`src/rtl/apb_i2c_fifo_bridge_if.sv`:
```
// apb_i2c_fifo_bridge_if: APB bus bundle for the bridge; PSLVERR exists only with `APB_I2C_PSLVERR_EN
interface apb_i2c_fifo_bridge_if #(parameter int DATA_WIDTH = 8);
  logic PSELx;
  logic PENABLE;
  logic PWRITE;
  logic [2:0] PADDR;
  logic [DATA_WIDTH-1:0] PWDATA;
  logic [DATA_WIDTH-1:0] PRDATA;
  logic PREADY;
`ifdef APB_I2C_PSLVERR_EN
  logic PSLVERR;
  modport slave (input PSELx, PENABLE, PWRITE, PADDR, PWDATA, output PRDATA, PREADY, PSLVERR);
  modport master (output PSELx, PENABLE, PWRITE, PADDR, PWDATA, input PRDATA, PREADY, PSLVERR);
`else
  modport slave (input PSELx, PENABLE, PWRITE, PADDR, PWDATA, output PRDATA, PREADY);
  modport master (output PSELx, PENABLE, PWRITE, PADDR, PWDATA, input PRDATA, PREADY);
`endif
endinterface

```
`src/rtl/apb_i2c_fifo_bridge.sv`:
```
// apb_i2c_fifo_bridge: APB slave with TX/RX FIFOs, level/status regs, RX watermark irq; `APB_I2C_PSLVERR_EN adds PSLVERR
module apb_i2c_fifo_bridge #(
  parameter int DATA_WIDTH = 8,
  parameter int ADDR_WIDTH = 3
) (
  input  logic                  PCLK,
  input  logic                  PRESETn,
  apb_i2c_fifo_bridge_if.slave  apb,
  output logic [DATA_WIDTH-1:0] tx_data,
  output logic                  tx_valid,
  input  logic                  tx_ready,
  input  logic [DATA_WIDTH-1:0] rx_data,
  input  logic                  rx_valid,
  output logic                  irq
);
  localparam int DEPTH = 1 << ADDR_WIDTH;
  typedef logic [ADDR_WIDTH:0] ptr_t;
  logic [DATA_WIDTH-1:0] tx_mem [DEPTH];
  logic [DATA_WIDTH-1:0] rx_mem [DEPTH];
  ptr_t tx_wptr, tx_rptr, rx_wptr, rx_rptr, tx_level, rx_level, rx_wm;
  logic tx_full, tx_empty, rx_full, rx_empty;
  logic tx_ovf, rx_unf, rx_ovf, irq_en;
  logic fire, data_wr, data_rd, status_wr, ctrl_wr, wm_wr, tx_flush, rx_flush;
  logic tx_push, tx_pop, rx_push, rx_pop, tx_ovf_set, rx_unf_set, rx_ovf_set;
  logic [DATA_WIDTH-1:0] rd_mux;
  assign fire = apb.PSELx && apb.PENABLE;
  assign data_wr = fire && apb.PWRITE && apb.PADDR == 3'd0;
  assign data_rd = fire && !apb.PWRITE && apb.PADDR == 3'd0;
  assign status_wr = fire && apb.PWRITE && apb.PADDR == 3'd1;
  assign ctrl_wr = fire && apb.PWRITE && apb.PADDR == 3'd4;
  assign wm_wr = fire && apb.PWRITE && apb.PADDR == 3'd5;
  assign tx_flush = ctrl_wr && apb.PWDATA[0];
  assign rx_flush = ctrl_wr && apb.PWDATA[1];
  assign tx_level = tx_wptr - tx_rptr;
  assign rx_level = rx_wptr - rx_rptr;
  assign tx_empty = tx_wptr == tx_rptr;
  assign rx_empty = rx_wptr == rx_rptr;
  assign tx_full = tx_wptr[ADDR_WIDTH] != tx_rptr[ADDR_WIDTH] && tx_wptr[ADDR_WIDTH-1:0] == tx_rptr[ADDR_WIDTH-1:0];
  assign rx_full = rx_wptr[ADDR_WIDTH] != rx_rptr[ADDR_WIDTH] && rx_wptr[ADDR_WIDTH-1:0] == rx_rptr[ADDR_WIDTH-1:0];
  // Full/empty gating uses pre-edge state, so a same-cycle pop never rescues a push into a full FIFO
  assign tx_push = data_wr && !tx_full;
  assign tx_pop = tx_valid && tx_ready;
  assign rx_push = rx_valid && !rx_full;
  assign rx_pop = data_rd && !rx_empty;
  assign tx_ovf_set = data_wr && tx_full;
  assign rx_unf_set = data_rd && rx_empty;
  assign rx_ovf_set = rx_valid && rx_full;
  assign tx_valid = !tx_empty;
  assign tx_data = tx_mem[tx_rptr[ADDR_WIDTH-1:0]];
  always_comb begin
    case (apb.PADDR)
      3'd0: rd_mux = rx_empty ? '0 : rx_mem[rx_rptr[ADDR_WIDTH-1:0]];
      3'd1: rd_mux = DATA_WIDTH'({rx_ovf, rx_unf, tx_ovf, rx_empty, rx_full, tx_empty, tx_full});
      3'd2: rd_mux = DATA_WIDTH'(tx_level);
      3'd3: rd_mux = DATA_WIDTH'(rx_level);
      3'd4: rd_mux = DATA_WIDTH'({irq_en, 2'b00});
      3'd5: rd_mux = DATA_WIDTH'(rx_wm);
      default: rd_mux = '0;
    endcase
  end
  assign apb.PRDATA = (apb.PSELx && !apb.PWRITE) ? rd_mux : '0;
  assign apb.PREADY = 1'b1;
`ifdef APB_I2C_PSLVERR_EN
  assign apb.PSLVERR = tx_ovf_set || rx_unf_set;
`endif
  // Storage has no reset: only pointers define contents
  always_ff @(posedge PCLK) begin
    if (tx_push) tx_mem[tx_wptr[ADDR_WIDTH-1:0]] <= apb.PWDATA;
    if (rx_push) rx_mem[rx_wptr[ADDR_WIDTH-1:0]] <= rx_data;
  end
  always_ff @(posedge PCLK) begin
    if (!PRESETn) begin
      tx_wptr <= '0;
      tx_rptr <= '0;
      rx_wptr <= '0;
      rx_rptr <= '0;
      tx_ovf <= 1'b0;
      rx_unf <= 1'b0;
      rx_ovf <= 1'b0;
      irq_en <= 1'b0;
      rx_wm <= ptr_t'(1);
      irq <= 1'b0;
    end else begin
      tx_wptr <= tx_flush ? '0 : tx_wptr + ptr_t'(tx_push);
      tx_rptr <= tx_flush ? '0 : tx_rptr + ptr_t'(tx_pop);
      rx_wptr <= rx_flush ? '0 : rx_wptr + ptr_t'(rx_push);
      rx_rptr <= rx_flush ? '0 : rx_rptr + ptr_t'(rx_pop);
      tx_ovf <= tx_ovf_set || (tx_ovf && !(status_wr && apb.PWDATA[4]));
      rx_unf <= rx_unf_set || (rx_unf && !(status_wr && apb.PWDATA[5]));
      rx_ovf <= rx_ovf_set || (rx_ovf && !(status_wr && apb.PWDATA[6]));
      irq_en <= ctrl_wr ? apb.PWDATA[2] : irq_en;
      rx_wm <= wm_wr ? apb.PWDATA[ADDR_WIDTH:0] : rx_wm;
      irq <= irq_en && ((rx_wm != '0 && rx_level >= rx_wm) || tx_ovf || rx_unf || rx_ovf);
    end
  end
endmodule

```
`src/flat_wrapper.sv`:
```
// flat-port wrapper written by rule: the top's interface ports become plain ports
module apb_i2c_fifo_bridge_flat 
#(
  parameter int DATA_WIDTH = 8,
  parameter int ADDR_WIDTH = 3
)
  (PCLK, PRESETn, tx_data, tx_valid, tx_ready, rx_data, rx_valid, irq, apb_PSELx, apb_PENABLE, apb_PWRITE, apb_PADDR, apb_PWDATA, apb_PRDATA, apb_PREADY);
  apb_i2c_fifo_bridge_if #(.DATA_WIDTH(DATA_WIDTH)) apb_i ();
  input  logic PCLK;
  input  logic PRESETn;
  output logic [DATA_WIDTH-1:0] tx_data;
  output logic tx_valid;
  input  logic tx_ready;
  input  logic [DATA_WIDTH-1:0] rx_data;
  input  logic rx_valid;
  output logic irq;
  input wire logic [$bits(apb_i.PSELx)-1:0] apb_PSELx;
  input wire logic [$bits(apb_i.PENABLE)-1:0] apb_PENABLE;
  input wire logic [$bits(apb_i.PWRITE)-1:0] apb_PWRITE;
  input wire logic [$bits(apb_i.PADDR)-1:0] apb_PADDR;
  input wire logic [$bits(apb_i.PWDATA)-1:0] apb_PWDATA;
  output wire logic [$bits(apb_i.PRDATA)-1:0] apb_PRDATA;
  output wire logic [$bits(apb_i.PREADY)-1:0] apb_PREADY;
  assign apb_i.PSELx = apb_PSELx;
  assign apb_i.PENABLE = apb_PENABLE;
  assign apb_i.PWRITE = apb_PWRITE;
  assign apb_i.PADDR = apb_PADDR;
  assign apb_i.PWDATA = apb_PWDATA;
  assign apb_PRDATA = apb_i.PRDATA;
  assign apb_PREADY = apb_i.PREADY;
  apb_i2c_fifo_bridge #(.DATA_WIDTH(DATA_WIDTH), .ADDR_WIDTH(ADDR_WIDTH)) u_core (.PCLK(PCLK), .PRESETn(PRESETn), .apb(apb_i), .tx_data(tx_data), .tx_valid(tx_valid), .tx_ready(tx_ready), .rx_data(rx_data), .rx_valid(rx_valid), .irq(irq));
endmodule
```
`config.mk`:
```
export PLATFORM = sky130hd
export DESIGN_NAME = apb_i2c_fifo_bridge_flat
export DESIGN_NICKNAME = d
export VERILOG_FILES = /design/src/rtl/apb_i2c_fifo_bridge_if.sv /design/src/rtl/apb_i2c_fifo_bridge.sv /design/src/flat_wrapper.sv
export SDC_FILE = /design/constraint.sdc
export NUM_CORES = 1
export LEC_CHECK = 0
export CORE_MARGIN = 2
export CORE_UTILIZATION = 50
export DETAILED_ROUTE_END_ITERATION = 8
export PLACE_DENSITY_LB_ADDON = 0.3
export SLEW_MARGIN = 40
export SYNTH_ARGS = -nofsm -noshare
export SYNTH_HDL_FRONTEND = slang
export SYNTH_SLANG_ARGS = --single-unit
```
`constraint.sdc`:
```
create_clock -name PCLK -period 4 [get_ports PCLK]
set_input_delay 0.8 -clock PCLK [delete_from_list [all_inputs] [get_ports PCLK]]
set_output_delay 0.8 -clock PCLK [all_outputs]
set_load 0.02 [all_outputs]
```
Yosys cells after proc, flatten, opt, wreduce, memory -nomap -nowiden
Memory sizes are Yosys's and may differ from the RTL's. A register that Yosys moved wholly into a read port is not among the register bits.
Index checks and enable logic that the tools add are counted.
Storage, ports and cells
  output and inout port bits: 19
  memory bits (writable): 128
  register bits: 25
  bits of input ports: 26
  memories kept: 2
  bits in latches: 0
  ROM bits: 0
  word-level logic and storage cells: 86
Memory list
  u_core.rx_mem: words 8, bits a word 8, read ports 1, clocked after memory_dff 1, wr ports 1, line apb_i2c_fifo_bridge.sv:19  | logic [DATA_WIDTH-1:0] rx_mem [DEPTH];
  u_core.tx_mem: words 8, bits a word 8, read ports 1, clocked after memory_dff 1, wr ports 1, line apb_i2c_fifo_bridge.sv:18  | logic [DATA_WIDTH-1:0] tx_mem [DEPTH];
Operators by class
  multiplexer cells: 9
  shifts and indexed selects: 0
  equality and inequality tests: 11
  reductions and logical operators: 46
  bitwise operators: 1
  divide/modulo/power cells: 0
  add/sub/neg operators: 6
  multipliers: 0
  $lt $le $gt $ge: 1
Operator list (count)
  one-hot mux 8 bit (6 select lines): 1
  logical AND 1 bit: 28
  adder 4 x 1 -> 4 bit: 4
  two-way mux 8 bit: 2
  equality test 4 bit: 2
  zero test 1 bit: 8
  subtractor 4 bit: 2
  equality test 3 x 2 -> 1 bit, second input constant: 2
  equality test 3 bit: 2
  equality test 3 bit, second input constant: 2
  logical OR 1 bit: 6
  two-way mux 3 bit: 2
  >= comparator 4 bit: 1
  two-way mux 1 bit: 4
  nonzero test 4 bit: 1
  OR reduction 2 bit: 2
  equality test 3 x 1 -> 1 bit, second input constant: 1
  zero test 3 bit: 1
  != test 1 bit: 2
  inverter 1 bit: 1

Depth between registers and ports, before layout
Gate-level depths: netlist of the first run.
  depth in word-level cells: 7
  gate-level depth with buffers: 11
  gate-level depth less buffers: 9

Worst setup path before layout of the first run
Ideal clock, no wire load.
  kind: register to output
  start point: reg u_core.tx_rptr[2]
  end point: out apb_PRDATA[0]
  arrival time: 2093 ps
  data required time: 3200 ps
  stages on the path, launching flop included: 8
  path buffers: 1
  setup slack: 1107 ps
  cells stage by stage: dfxtp_1 clkbuf_1 clkinv_1 ha_1 and3_1 nor2b_1 a21oi_1 o22ai_1
On the way
  word-level cells in the longest chain between the ends: 4
Ends and longest elaborated chain
  start: declaration: line apb_i2c_fifo_bridge.sv:20  | ptr_t tx_wptr, tx_rptr, rx_wptr, rx_rptr, tx_level, rx_level, rx_wm;
  start signal: assignment: line apb_i2c_fifo_bridge.sv:85  | tx_rptr <= tx_flush ? '0 : tx_rptr + ptr_t'(tx_pop);
  equality test 3 bit: line apb_i2c_fifo_bridge.sv:38  | assign tx_full = tx_wptr[ADDR_WIDTH] != tx_rptr[ADDR_WIDTH] && tx_wptr[ADDR_WIDTH-1:0] == tx_rptr[ADDR_WIDTH-1 ...
  logical AND 1 bit: line apb_i2c_fifo_bridge.sv:38
  one-hot mux 8 bit (6 select lines): line apb_i2c_fifo_bridge.sv:51  | case (apb.PADDR)
  two-way mux 8 bit: line apb_i2c_fifo_bridge.sv:61  | assign apb.PRDATA = (apb.PSELx && !apb.PWRITE) ? rd_mux : '0;
  end: declaration: line flat_wrapper.sv:22  | output wire logic [$bits(apb_i.PRDATA)-1:0] apb_PRDATA;
Every way passes these cells.

Worst setup path after layout of the first run
  start point: reg u_core.rx_wptr[0]
  end point: out apb_PRDATA[2]
On the way
  word-level cells in the longest chain between the ends: 4
Ends and longest elaborated chain
  start: declaration: line apb_i2c_fifo_bridge.sv:20
  start signal: assignment: line apb_i2c_fifo_bridge.sv:86  | rx_wptr <= rx_flush ? '0 : rx_wptr + ptr_t'(rx_push);
  parallel branches: the longest is 2 deep, another holds subtractor 4 bit
  one-hot mux 8 bit (6 select lines) (*): line apb_i2c_fifo_bridge.sv:51
  two-way mux 8 bit (*): line apb_i2c_fifo_bridge.sv:61
Mark *: on every way between the ends.

==> impl_metrics.toml, run 1 <==
[setup_path]
critical-path-top-delay-family = "buffers and inverters"
critical_path.most_common_cell = "sky130_fd_sc_hd__a21oi_1"
timing.critical_path.slowest_cell_delay_ns = 0.66
crit_path_cell_trace = "inv_1 > ha_1 > inv_1 > fa_1 > xor2_1 > a22oi_1 > a21oi_1 > a21oi_1 > a21oi_1 > clkdlybuf4s50_1"
timing.critical_path.to_type = "output port"
cp_max_fo = 3
path_buf_inv = 3
setup.worst_path.class = "register to output port"
launching_element_type_of_the_critical_path = "register"
critical_path.slowest_cell = "sky130_fd_sc_hd__clkdlybuf4s50_1"
worst_ep_arrival_time_ns = 2.96
critical_path_required_ns = 3.20

[detailed_routing]
dr_total_vias = 3763
post-route-drc-count = 0
antenna_left = 0
drt_pre_antenna_iters = 5
dr.first_iter.drc_count = 398
vias_per_cell = 5.567
route.detailed.wl_per_inst_um = 19.44
postRouteWirelength_mm = 13.14

[sta]
timing.clock.skew_ns = 0.006270
max_freq_ghz = 0.2657
final-setup-viol-count = 0
period_minus_slack_ns = 3.763
layout_worst_path_cycle_share_pct = 94.08
drv_slew = 0
relSlewSlack_pct = 55.91
hold_violations = 0
rsz_0062_raised_after_global_routing = "no"
totalNegativeSetupSlack_ns = 0
tightestPinTransition_ns = 0.6545

[yosys]
synth.yosys.warnings = 0
syn-mean-instance-area_um2 = 15.54
ys_async_sr_fraction_pct = 0
synth.lib_cells_used.distinct = 50
synth_nets = 470
synth.ff_latch_count = 153
post_synth_instance_area_um2 = 6590
syn-instance-count = 424
synth-seq-area-share_pct = 65.92
synth_enable_flop_cells = 128
postSynth.topFlopCell = "sky130_fd_sc_hd__edfxtp_1"

[floorplanning]
start_util_pct = 51.80
die_x_um = 118.8
core.rowCount = 41
fp.coreArea_um2 = 12720
die_footprint_um2 = 14110
io-pin-count = 45
die_h_um = 118.8

[grt]
grt_pass1_vias = 3784
grt_start_max_net_pins = 19
grtUsageTotal_pct = 19.86
initial_antenna_violation_count = 0
globalRouteOverflowTotal = 0
grt_first_pass_wirelength_mm = 20.78

[clocking]
clkTransAtPathRegs_ns = 0.06
maximum_clock_insertion_buffer_count = 2
cts.sinks = 153
ctsHoldBuffers = 0
cts_root_buffer = "sky130_fd_sc_hd__clkbuf_16"
postCtsSetupBuffers = 0
worstSkewPairLatency_ns = 0.42
clock_tree.htree_level_count = 4
post_cts_resize_count = 0
cts_tree = "yes"
cts-buffers-inserted = 17

[placed_design]
routabilityCongestion = 0.9570
place.detailed.hpwl_mm = 8.988
place.port_buffers = 43
placed_cell_area_um2 = 7289

[finish]
finalCoreUtilization_pct = 61.38
post_layout_nets = 537
fin_area_um2 = 7809
final_layout_size_suffix_gt1_share_pct = 16.27
antenna-diode-count = 0
fill_cells = 992
area_added_between_synthesis_and_finish_pct = 18.49

[outcome]
outcome = "completed"

[pwr]
static-leakage-power_nw = 2.665
power.density_cell_area_nw_per_um2 = 424.1
design_power_total_w = 0.003311
ir_worst_vdd_v = 0.0004012

[min_path]
worst_hold_path_type = "register to register"

[job]
drv_cap = 0
## metal layers
layer / track usage (%) / vias to the layer above / wire [µm]
li1: - / 1743 / -
met1: 25.24 / 1882 / 5540
met2: 33.30 / 121 / 6751
met3: 5.116 / 17 / 684
met4: 6.696 / 0 / 167
met5: 0 / - / 0
## sequential cells by signal, summed over array words and instances, names as in the netlist
register / cells
u_core.tx_wptr: 4
u_core.rx_wptr: 4
u_core.rx_rptr: 4
u_core.tx_ovf: 1
u_core.rx_ovf: 1
u_core.rx_wm: 4
u_core.rx_mem: 64
u_core.rx_unf: 1
u_core.tx_rptr: 4
u_core.irq_en: 1
u_core.tx_mem: 64
u_core.irq: 1
## worst reg2reg max path: cells and delay by family (launching register included)
family                   cells  cell delay (ns)
flip-flops                   1             0.33
AND/OR/NAND/NOR              5             1.06
adder cells (fa/ha/maj)      1             0.47
buffers and inverters        2             0.55
## cells by family after synthesis
family	synth area share (%)
other cells	0.05690
xor+xnor	1.861
fa+ha+maj	4.025
compound gates	3.436
flops	65.92
buf+inv	2.449
simple gates	9.304
mux	12.95
## Yosys cell counts (all sizes together), types with 3 or more instances
cell type,n,area [µm²]
buf,12,90.09
nand3,10,50.05
mux2i,11,110.1
nor2,23,88.84
xnor2,9,78.83
inv,15,56.30
edfxtp,128,3844
xor2,5,43.79
a21oi,8,40.04
o21ai,9,45.04
nor2b,9,58.81
and3,5,31.28
clkbuf,3,11.26
mux4,32,743.2
dfxtp,25,500.5
a21boi,4,30.02
ha,18,225.2
nand2,50,190.2
nand2b,5,31.28
and2,12,75.07
nor3,6,30.03
## report_power, final
group          switching (W)  leakage, nW  internal [W]
clock network       0.000610        0.239      0.000789
registers         0.00000748         1.36       0.00175
logic              0.0000885         1.07     0.0000702
## path summary, 6_finish.rpt
kind                                    to  cells past startpoint  slack (ns)                          from
max                          apb_PRDATA[2]                     10        0.24  u_core.rx_wptr[0]$_SDFF_PP0_
min               u_core.rx_unf$_SDFF_PN0_                      2        0.50      u_core.rx_unf$_SDFF_PN0_
max reg2reg  u_core.tx_mem[6][0]$_DFFE_PP_                      8        1.31  u_core.tx_rptr[2]$_SDFF_PP0_
min reg2reg       u_core.rx_unf$_SDFF_PN0_                      2        0.50      u_core.rx_unf$_SDFF_PN0_
## cells in the final DEF, fill, tap and decap left out, drive strengths merged, types with 4 or more instances in the layout
master	Yosys	routed
clkinvlp	0	4
a21oi	8	8
clkinv	1	6
xnor2	9	9
dfxtp	25	25
nor2	23	23
nor2b	9	9
a21boi	4	4
clkdlybuf4s50	0	43
mux2i	11	11
buf	12	20
edfxtp	128	128
nand3	10	10
and3	5	5
o21ai	9	9
nand2b	5	5
inv	15	17
mux4	32	32
ha	18	18
xor2	5	5
clkbuf	3	21
and2	12	12
nand2	50	50
nor3	6	6
## stage by stage
| stage | hold WS, ns | cells | worst slack [ns] |
|---|---|---|---|
| finish | 0.5008 | 676 | 0.2368 |
| global route | 0.5437 | 676 | 0.05867 |
| CTS | 0.5021 | 676 | 0.2197 |
| detailed placement | 0.4936 | 644 | 0.2548 |
| global placement | 0.4832 | 644 | 0.2718 |
| floorplan | 0.4377 | 424 | 1.107 |
## area by class of cell
type / count / area, µm² / share of cell area, %
Clock buffer: 21 / 440.4 / 5.640
Clock inverter: 11 / 73.82 / 0.9454
Inverter: 16 / 60.06 / 0.7691
Multi-Input combinational cell: 240 / 2095 / 26.82
Sequential cell: 153 / 4344 / 55.63
Tap cell: 172 / 215.2 / 2.756
Timing Repair Buffer: 63 / 580.6 / 7.435
Note: power is estimated with default switching activity, not from simulation.
==> run 2: changes to the inputs <==
--- a/config.mk
+++ b/config.mk
@@ -5,6 +5,7 @@
 export SDC_FILE = /design/constraint.sdc
 export NUM_CORES = 1
 export LEC_CHECK = 0
+export CORE_ASPECT_RATIO = 0.5
 export CORE_MARGIN = 2
 export CORE_UTILIZATION = 50
 export DETAILED_ROUTE_END_ITERATION = 8
==> run 2 against run 1 <==
Effect of this change: worst setup slack improved by 0.0063 ns; register-to-register slack got worse by 0.11 ns; die area rose by 0.40%; total power rose by 4.9%; wire length rose by 0.37%; combinational power barely moved; sequential power barely moved; cell count fell by 0.59%; non-clock buffer count fell by 2.
==> impl_metrics.toml, run 2 (same netlist as run 1, synthesis figures left out) <==
[placed_design]
routabilityCongestion = 0.8533
placedCellCount = 640
place.port_buffers = 43
place.detailed.hpwl_mm = 8.603

[detailed_routing]
dr_total_vias = 3667
drt_pre_antenna_iters = 4
antenna_left = 0
postRouteWirelength_mm = 13.19
post-route-drc-count = 0
dr.first_iter.drc_count = 359
vias_per_cell = 5.457
route.detailed.wl_per_inst_um = 19.63

[pwr]
ir_worst_vdd_v = 0.0002325
power.density_cell_area_nw_per_um2 = 442.4
static-leakage-power_nw = 2.689
design_power_total_w = 0.003475

[sta]
final.hold.worst_slack_ns = 0.5021
timing.clock.skew_ns = 0.009949
period_minus_slack_ns = 3.757
layout_worst_path_cycle_share_pct = 93.92
max_freq_ghz = 0.2662
totalNegativeSetupSlack_ns = 0
tightestPinTransition_ns = 0.7886
relSlewSlack_pct = 47.23
rsz_0062_raised_after_global_routing = "no"
hold_violations = 0
final-setup-viol-count = 0
drv_slew = 0

[clocking]
clock_tree.htree_level_count = 4
cts_root_buffer = "sky130_fd_sc_hd__clkbuf_16"
worstSkewPairLatency_ns = 0.42
cts-buffers-inserted = 17
clkTransAtPathRegs_ns = 0.06
ctsHoldBuffers = 0
cts_tree = "yes"
post_cts_resize_count = 0
cts.sinks = 153
postCtsSetupBuffers = 0
maximum_clock_insertion_buffer_count = 2

[finish]
antenna-diode-count = 0
area_added_between_synthesis_and_finish_pct = 19.18
fin_cells = 672
highest_count_cells_in_the_layout_ignoring_fill_and_taps = "sky130_fd_sc_hd__edfxtp_1 (128), sky130_fd_sc_hd__nand2_1 (49), sky130_fd_sc_hd__clkdlybuf4s50_1 (43)"
final_layout_size_suffix_gt1_share_pct = 16.33
post_layout_nets = 535
layout.cells.most_common = "sky130_fd_sc_hd__edfxtp_1"

[floorplanning]
start_util_pct = 51.60
die_x_um = 166.4
core.rowCount = 29
fp.coreArea_um2 = 12770
die_footprint_um2 = 14170
die_h_um = 85.18
io-pin-count = 45

[setup_path]
crit_path_cell_trace = "clkinv_1 > ha_1 > and3_1 > nor2b_1 > a21oi_1 > o22ai_1 > clkdlybuf4s50_1"
cp_max_fo = 9
timing.critical_path.slowest_cell_delay_ns = 0.62
critical_path_required_ns = 3.20
setup.worst_path.class = "register to output port"
timing.critical_path.to_type = "output port"
launching_element_type_of_the_critical_path = "register"
critical_path.slowest_cell = "sky130_fd_sc_hd__clkdlybuf4s50_1"
path_buf_inv = 2
critical-path-top-delay-family = "buffers and inverters"
worst_ep_arrival_time_ns = 2.96

[grt]
grt_pass1_vias = 3740
grt_first_pass_wirelength_mm = 20.72
grt_start_max_net_pins = 19
grtUsageTotal_pct = 19.93
globalRouteOverflowTotal = 0
initial_antenna_violation_count = 0

[min_path]
worst_hold_path_type = "register to register"

[job]
drv_cap = 0

[outcome]
outcome = "completed"
-- run 2: cell count changes in the layout (fill, tap and decap cells not counted) --
cell / delta
sky130_fd_sc_hd__clkinv_2: -2
sky130_fd_sc_hd__buf_4: -2
sky130_fd_sc_hd__bufinv_16: +2
sky130_fd_sc_hd__inv_6: +1
sky130_fd_sc_hd__clkbuf_1: -3
sky130_fd_sc_hd__clkinvlp_4: -2
sky130_fd_sc_hd__clkinv_1: +1
sky130_fd_sc_hd__clkinv_4: +3
-- run 2: worst paths after layout --
path | start | end | slack (ns) | cells after the start
worst max-delay path | u_core.tx_rptr[2]$_SDFF_PP0_ | apb_PRDATA[0] | 0.24 | 7
worst min-delay path | u_core.irq_en$_SDFFE_PN0P_ | u_core.irq_en$_SDFFE_PN0P_ | 0.50 | 2
worst max register to register | u_core.tx_rptr[2]$_SDFF_PP0_ | u_core.tx_mem[2][0]$_DFFE_PP_ | 1.20 | 8
worst min register to register | u_core.irq_en$_SDFFE_PN0P_ | u_core.irq_en$_SDFFE_PN0P_ | 0.50 | 2
-- run 2: area by class of cell --
cell class | count | area (µm²)
clock buffers | 18 | 429.2
flip-flops and latches | 153 | 4344
clock inverters | 14 | 147.6
repair buffers | 61 | 565.5
fillers | 957 | 4918
multi-input cells | 240 | 2095
well taps | 170 | 212.7
inverters | 16 | 60.06
-- run 2: metrics by stage --
| step | setup slack (ns) | area (µm²) | utilization, % |
|---|---|---|---|
| 2_1_floorplan | 1.107 | 6590 | - |
| 3_3_place_gp | 0.3065 | 7267 | 56.90 |
| 3_5_place_dp | 0.3012 | 7274 | 56.96 |
| 4_1_cts | 0.2182 | 7851 | 61.47 |
| 5_1_grt | 0.06315 | 7854 | 61.49 |
| 6_report | 0.2431 | 7854 | 61.49 |
-- run 2: tightest hold or removal path: stages, from the launching register on --
cell                       delay, ns
sky130_fd_sc_hd__dfxtp_1        0.33
sky130_fd_sc_hd__nand2_1        0.06
sky130_fd_sc_hd__a21boi_0       0.07
-- run 2: metal layers --
layer | part of all wire [%] | global-route usage [%] | wire [µm] | vias up
li1 | - | - | - | 1737
met1 | 44 | 25.46 | 5782 | 1842
met2 | 51 | 34.11 | 6728 | 70
met3 | 3.8 | 4.991 | 499 | 18
met4 | 1.4 | 6.505 | 181 | 0
met5 | 0 | 0 | 0 | -
-- run 2: power breakdown --
part / internal (W) / total (W) / switching, W
logic: 0.0000702 / 0.000159 / 0.0000887
clock network: 0.000920 / 0.00156 / 0.000642
registers: 0.00175 / 0.00175 / 0.00000768
